==> config.mk <==
export PLATFORM = sky130hd
export DESIGN_NAME = ddram_arb
export DESIGN_NICKNAME = d
export VERILOG_FILES = /design/src/rtl/ddram_arb_pkg.sv /design/src/rtl/ddram_rr2.sv /design/src/rtl/ddram_arb.sv
export SDC_FILE = /design/constraint.sdc
export NUM_CORES = 1
export LEC_CHECK = 0
export ABC_AREA = 1
export CAP_MARGIN = 10
export CORE_AREA = 2 2 209 211
export DETAILED_ROUTE_END_ITERATION = 10
export DIE_AREA = 0 0 211 213
export PLACE_DENSITY = 0.33
export SYNTH_ARGS = -nofsm -noshare
export SYNTH_HDL_FRONTEND = slang
export SYNTH_SLANG_ARGS = --single-unit
==> constraint.sdc <==
create_clock -name clk_sys -period 4.1 [get_ports clk_sys]
set_input_delay 0.82 -clock clk_sys [delete_from_list [all_inputs] [get_ports clk_sys]]
set_output_delay 0.82 -clock clk_sys [all_outputs]
set_load 0.02 [all_outputs]
==> src/rtl/ddram_arb_pkg.sv <==
// ddram_arb_pkg: shared state encoding, burst-count width and owner encoding for the DDR3 arbiter.
package ddram_arb_pkg;
    localparam int BCW = 8;
    typedef logic [1:0] state_t;
    localparam state_t IDLE     = 2'd0;
    localparam state_t GNT      = 2'd1;
    localparam state_t WR_BURST = 2'd2;
    localparam state_t RD_DATA  = 2'd3;
    localparam logic OWN_A = 1'b0;
    localparam logic OWN_B = 1'b1;
endpackage

==> src/rtl/ddram_rr2.sv <==
// ddram_rr2: two-way round-robin selector; on a tie the requester not served last wins.
module ddram_rr2 (
    input  logic [1:0] req,
    input  logic       last,
    output logic       gnt
);
    always_comb gnt = (&req) ? ~last : req[1];
endmodule

==> src/rtl/ddram_arb.sv <==
// ddram_arb: arbitrates two burst requesters onto one DDR3 Avalon-style port,
// holding one read burst outstanding at a time.
module ddram_arb
    import ddram_arb_pkg::*;
#(
    parameter int AW = 29,
    parameter int DW = 64
) (
    input  logic              clk_sys,
    input  logic              reset_n,
    input  logic [AW-1:0]     a_addr,
    input  logic [BCW-1:0]    a_burstcnt,
    input  logic              a_rd,
    input  logic              a_we,
    input  logic [DW-1:0]     a_din,
    input  logic [DW/8-1:0]   a_be,
    output logic [DW-1:0]     a_dout,
    output logic              a_dout_ready,
    output logic              a_busy,
    input  logic [AW-1:0]     b_addr,
    input  logic [BCW-1:0]    b_burstcnt,
    input  logic              b_rd,
    input  logic              b_we,
    input  logic [DW-1:0]     b_din,
    input  logic [DW/8-1:0]   b_be,
    output logic [DW-1:0]     b_dout,
    output logic              b_dout_ready,
    output logic              b_busy,
    output logic [AW-1:0]     ram_address,
    output logic [BCW-1:0]    ram_burstcount,
    output logic              ram_read,
    output logic              ram_write,
    output logic [DW-1:0]     ram_writedata,
    output logic [DW/8-1:0]   ram_byteenable,
    input  logic              ram_waitrequest,
    input  logic [DW-1:0]     ram_readdata,
    input  logic              ram_readdatavalid
);
    state_t         state_q, state_d;
    logic           own_q, own_d, last_q, last_d, gnt;
    logic [BCW-1:0] beat_q, beat_d, len_q, len_d, o_bc, bc1, nxt;
    logic           o_rd, o_we, act, wacc, racc, rdv;

    ddram_rr2 u_rr (
        .req  ({b_rd | b_we, a_rd | a_we}),
        .last (last_q),
        .gnt  (gnt)
    );

    assign o_rd           = own_q ? b_rd : a_rd;
    assign o_we           = own_q ? b_we : a_we;
    assign o_bc           = own_q ? b_burstcnt : a_burstcnt;
    assign bc1            = (o_bc == '0) ? BCW'(1) : o_bc;
    assign nxt            = beat_q + 1'b1;
    assign act            = (state_q == GNT) || (state_q == WR_BURST);
    assign wacc           = o_we & ~ram_waitrequest;
    assign racc           = o_rd & ~ram_waitrequest;
    assign ram_address    = own_q ? b_addr : a_addr;
    assign ram_writedata  = own_q ? b_din : a_din;
    assign ram_byteenable = own_q ? b_be : a_be;
    assign ram_burstcount = bc1;
    // A write wins over a simultaneous read; reads are only issued from GNT.
    assign ram_read       = (state_q == GNT) & o_rd & ~o_we;
    assign ram_write      = act & o_we;
    assign a_busy         = ~act | (own_q != OWN_A) | ram_waitrequest;
    assign b_busy         = ~act | (own_q != OWN_B) | ram_waitrequest;
    assign rdv            = (state_q == RD_DATA) & ram_readdatavalid;
    assign a_dout_ready   = rdv & (own_q == OWN_A);
    assign b_dout_ready   = rdv & (own_q == OWN_B);
    assign a_dout         = ram_readdata;
    assign b_dout         = ram_readdata;

    always_comb begin
        state_d = state_q;
        own_d   = own_q;
        last_d  = last_q;
        beat_d  = beat_q;
        len_d   = len_q;
        case (state_q)
            IDLE: if (a_rd | a_we | b_rd | b_we) begin
                own_d   = gnt;
                state_d = GNT;
            end
            GNT: if (wacc) begin
                len_d   = bc1;
                beat_d  = BCW'(1);
                state_d = (bc1 == BCW'(1)) ? IDLE : WR_BURST;
                last_d  = (bc1 == BCW'(1)) ? own_q : last_q;
            end else if (racc) begin
                len_d   = bc1;
                beat_d  = '0;
                state_d = RD_DATA;
            end else if (!o_rd && !o_we) begin
                state_d = IDLE;
            end
            WR_BURST: if (wacc) begin
                beat_d  = nxt;
                state_d = (nxt == len_q) ? IDLE : WR_BURST;
                last_d  = (nxt == len_q) ? own_q : last_q;
            end
            RD_DATA: if (ram_readdatavalid) begin
                beat_d  = nxt;
                state_d = (nxt == len_q) ? IDLE : RD_DATA;
                last_d  = (nxt == len_q) ? own_q : last_q;
            end
            default: state_d = IDLE;
        endcase
    end

    // last_q resets to B so that A wins the first tie.
    always_ff @(posedge clk_sys or negedge reset_n) begin
        if (!reset_n) begin
            state_q <= IDLE;
            own_q   <= OWN_A;
            last_q  <= OWN_B;
            beat_q  <= '0;
            len_q   <= '0;
        end else begin
            state_q <= state_d;
            own_q   <= own_d;
            last_q  <= last_d;
            beat_q  <= beat_d;
            len_q   <= len_d;
        end
    end
endmodule

## Word level (Yosys, flattened, before mapping)

Cells that the tools add are included.

| storage, ports and cells | value |
|---|---|
| register bits after elaboration | 20 |
| bits of input ports | 290 |
| output and inout port bits | 243 |
| word-level logic and storage cells | 84 |

| operators by class | value |
|---|---|
| add/subtract/negate cells | 1 |
| eq/ne operators | 12 |
| muxes and demuxes | 31 |
| bitwise logic cells | 21 |
| reductions and logical operators | 14 |

Operators with widths:

| operator | number |
|---|---|
| 2-to-1 mux 8 bit | 9 |
| 2-to-1 mux 64 bit | 1 |
| 2-to-1 mux 29 bit | 1 |
| one-hot mux 8 bit (3 select lines) | 1 |
| 2-to-1 mux 2 bit | 9 |
| adder 8 x 1 -> 8 bit (second input constant) | 1 |
| bitwise AND 1 bit | 8 |
| == test 8 x 1 -> 1 bit (second input constant) | 1 |
| == test 8 bit | 1 |
| zero test 8 bit | 1 |
| 2-to-1 mux 1 bit | 8 |
| inequality test 2 bit (second input constant) | 4 |
| OR 1 bit | 8 |
| one-hot mux 2 bit (4 select lines) | 1 |
| AND reduction 4 bit | 2 |
| AND reduction 2 bit | 3 |
| inverter 1 bit | 5 |
| AND reduction 5 bit | 1 |
| == test 2 bit (second input constant) | 2 |
| inequality test 4 x 3 -> 1 bit (second input constant) | 1 |
| inequality test 3 bit (second input constant) | 1 |
| one-hot mux 1 bit (3 select lines) | 1 |
| nonzero test 3 bit | 1 |
| == test 2 x 1 -> 1 bit (second input constant) | 1 |
| other kinds (6) | 7 |

## Logic depth before layout (Yosys ltp)

Gate-level depths: netlist (run 1).

| depth | value |
|---|---|
| depth in word-level cells | 7 |
| depth in mapped cells | 14 |
| mapped depth without buffers | 14 |

## Modules after synthesis

Synthesis (run 1) repeated with hierarchy kept, for this count alone.

| unflattened totals | value |
|---|---|
| cells, all modules | 681 |
| area, all modules | 3681.0 um2 |

By module, submodules not included:

| module | instances | cells an instance | area each (um2) |
|---|---|---|---|
| ddram_arb | 1 | 679 | 3668.5 |
| ddram_rr2 | 1 | 2 | 12.5 |

## Worst setup path after synthesis (run 1)

OpenSTA, ideal clock, no wires.

| timing | value |
|---|---|
| path kind | input -> output |
| start point | input b_burstcnt[3] |
| end point | output ram_burstcount[0] |
| arrival time | 1603 ps |
| data required time | 3280 ps |
| slack | 1677 ps |
| stages on the path | 6 |
| cells stage by stage | or2_2 o21ai_1 nand2_1 nor2_2 nand2_1 nand3_1 |

| on the way | value |
|---|---|
| word-level cells in the longest chain between the ends | 3 |

Ends and longest elaborated chain:

| item | line | RTL |
|---|---|---|
| start, declared | ddram_arb.sv:21 | `input logic [BCW-1:0] b_burstcnt,` |
| 2-to-1 mux 8 bit | ddram_arb.sv:52 | `assign o_bc = own_q ? b_burstcnt : a_burstcnt;` |
| zero test 8 bit | ddram_arb.sv:53 | `assign bc1 = (o_bc == '0) ? BCW'(1) : o_bc;` |
| 2-to-1 mux 8 bit | ddram_arb.sv:53 |  |
| end, declared | ddram_arb.sv:30 | `output logic [BCW-1:0] ram_burstcount,` |

No other way between the ends.

## Final worst setup path (run 1)

| timing | value |
|---|---|
| start point | input a_burstcnt[6] |
| end point | output ram_burstcount[0] |

| on the way | value |
|---|---|
| word-level cells in the longest chain between the ends | 3 |

Ends and longest elaborated chain:

| item | line | RTL |
|---|---|---|
| start, declared | ddram_arb.sv:12 | `input logic [BCW-1:0] a_burstcnt,` |
| 2-to-1 mux 8 bit | ddram_arb.sv:52 |  |
| zero test 8 bit | ddram_arb.sv:53 |  |
| 2-to-1 mux 8 bit | ddram_arb.sv:53 |  |

No other way between the ends.

==> results of run 1 <==
[final cells by class]
| class | count | area [µm²] |
|---|---|---|
| Inverter | 38 | 145 |
| Timing Repair Buffer | 346 | 3460 |
| Clock buffer | 3 | 75.1 |
| Multi-Input combinational cell | 470 | 1970 |
| Sequential cell | 20 | 505 |
| Clock inverter | 1 | 30.0 |
| Fill cell | 4876 | 35800 |
| Tap cell | 546 | 683 |
[power breakdown]
group / total, W / switching [W] / leakage [nW] / internal [W]
logic: 0.00329 / 0.00192 / 2.74 / 0.00137
clock network: 0.000273 / 0.0000796 / 0.0511 / 0.000194
registers: 0.000371 / 0.0000973 / 0.253 / 0.000273
[worst max-delay path, stage by stage]
cell	delay (ps)
clkdlybuf4s50_1	420
o21ai_0	210
nand2_1	130
nor3_1	260
nand2_1	190
nand3_1	120
clkdlybuf4s50_1	680
[cells by family (layout without fill, tap and decap cells)]
logic type      after synthesis  in the layout  share of synthesized area
flops                        20             20                      0.135
simple gates                430            430                      0.458
xor+xnor                      2              2                    0.00473
buf+inv                     193            388                      0.332
mux                           1              1                    0.00304
fa+ha+maj                     5              5                     0.0169
compound gates               32             32                     0.0493
[cells in the mapped netlist, drive strengths merged]
library cell | number | share of area
ha | 5 | 0.017
inv | 38 | 0.039
mux2 | 1 | 0.0030
buf | 142 | 0.28
nand3 | 31 | 0.043
dfrtp | 19 | 0.13
a21oi | 4 | 0.0064
o31ai | 2 | 0.0041
a31oi | 2 | 0.0034
o22ai | 1 | 0.0017
nor3 | 3 | 0.0041
clkbuf | 13 | 0.013
o21ai | 22 | 0.032
dfstp | 1 | 0.0071
or2 | 3 | 0.0051
xor2 | 1 | 0.0024
nor2 | 18 | 0.023
xnor2 | 1 | 0.0024
nand4 | 4 | 0.0068
nand2 | 371 | 0.38
o21bai | 1 | 0.0020
[layer usage]
layer  vias up  share of wire  global-route usage
met1      1926           0.39               0.104
met4         0          0.028              0.0240
met2       239           0.48               0.150
li1       2342              -                   -
met5         -              0                   0
met3        45          0.094              0.0328
[flip-flops by register name, indices dropped and copies added, names as in the netlist]
signal,flops
beat_q,8
len_q,8
state_q,2
last_q,1
own_q,1
[metrics by stage]
stage / instance area (µm²) / hold slack (ps) / power [W] / util
after global placement: 6770 / 456 / 0.00378 / 0.158
after CTS: 6870 / 470 / 0.00406 / 0.161
final: 6870 / 464 / 0.00393 / 0.161
after global routing: 6870 / 494 / 0.00428 / 0.161
after detailed placement: 6770 / 459 / 0.00376 / 0.158
after floorplan: 3700 / 442 / 0.00223 / -
[worst max-delay path by stage]
| stage | endpoint | slack (ps) |
|---|---|---|
| floorplan | ram_burstcount[0] | 1680 |
| global placement | ram_burstcount[0] | 380 |
| detailed placement | ram_burstcount[0] | 350 |
| CTS | ram_burstcount[0] | 350 |
| global route | ram_burstcount[0] | 240 |
| finish | ram_burstcount[0] | 450 |
==> flow_metrics.tcl, run 1 <==
set metrics [dict create \
    num_io_pins 533 \
    holdCritStartpoint "last_q" \
    root_buffer "clkbuf_16" \
    dr.pass1.iters 5 \
    drc 0 \
    avgViaCountPerCell 3.20 \
    cts_max_level 1 \
    synth_nets 978 \
    syn_area_um2 3700 \
    wl_um 21400 \
    drive_gt1_frac 0.0285 \
    leakagePower_nw 3.05 \
    max_freq_mhz 274 \
    worstMarginPinSlew_ps 620 \
    syn_avg_cell_area_um2 5.42 \
    crit_path_start "a_burstcnt[6]" \
    grt_pass1_wl_um 29300 \
    grt_pass1_vias 4430 \
    syn2layout_area_growth_pct 85.5 \
    path_max_fanout 2 \
    synthCells 683 \
    placedCellCount 1420 \
    worst_r2r_endpoint "beat_q[3]" \
    clock_sinks 20 \
    ys_warn_count 0 \
    hold-path-cell-count 2 \
    synth_seq_cells 20 \
    tritoncts "done" \
    antenna_found_initial 0 \
    track_usage 0.0882 \
    instances_no_fill 1424 \
    fp.dieW_um 211 \
    rsz0062_at_grt "false" \
    dpl.hpwl_um 18200 \
    finalSetupViolCount 0 \
    cts_setup_buffers 0 \
    vias 4552 \
    grt_max_degree 57 \
    r2r_cells 9 \
    wire_per_inst_um 15.0 \
    synth.distinct_cells 32 \
    status "finished, final reports clean" \
    drtIter0Drc 168 \
    crit_path_start_kind "primary input" \
    diodes 0 \
    cp.required_ps 3280 \
    min_path_type "flop to flop" \
    start_util 0.0867 \
    clkLatencyLatePin_ps 260 \
    layout_setup_ws_ps 450 \
    ctsHoldBuffers 0 \
    fp.coreArea_um2 42700 \
    cp-end-kind "primary output" \
    critPathKind "primary input to primary output" \
    portBuffers 340 \
    hold_end "last_q" \
    reg2reg_setup_slack_ps 2040 \
    gr-total-overflow 0 \
    final_common_cell "nand2_1" \
    maxCapViolations 0 \
    dpl_worst_slack_ps 354 \
    gp_congestion 0.747 \
    relSlewSlack 0.587 \
    power.density_nw_per_um2 572 \
    ys_seq_area_frac 0.135 \
    ir_worst_vdd_v 0.000200 \
    fin_skew_ps 4.26 \
    nets 1174 \
    ctsLongestPathBuffers 2 \
    path_clk_slew_ps 60 \
    ctsResizeCount 0 \
    hold_viol_final 0 \
    fp.dieH_um 213 \
    fp-row-count 76 \
    post-route-period-util 0.890 \
    die-area_um2 44900 \
    fin_setup_tns_ps 0 \
    layout_common_cells "371 x nand2_1, 340 x clkdlybuf4s50_1, 36 x inv_1, 30 x nand3_1, 18 x dfrtp_1" \
    detail-route-antenna-nets 0 \
    maxSlewViolCount 0 \
    cts_inserted_buffers 3 \
    r2r_start "own_q" \
    cp.arrival_ps 2830 \
    fin_crit_ps 3650 \
]
Power figures use the tool's default switching activity.
==> run 2, diff against run 1 <==
Settings changed: CAP_MARGIN 10 to unset.
==> results of run 2 <==
No change in the layout: final DEF, timing and power equal those of run 1.
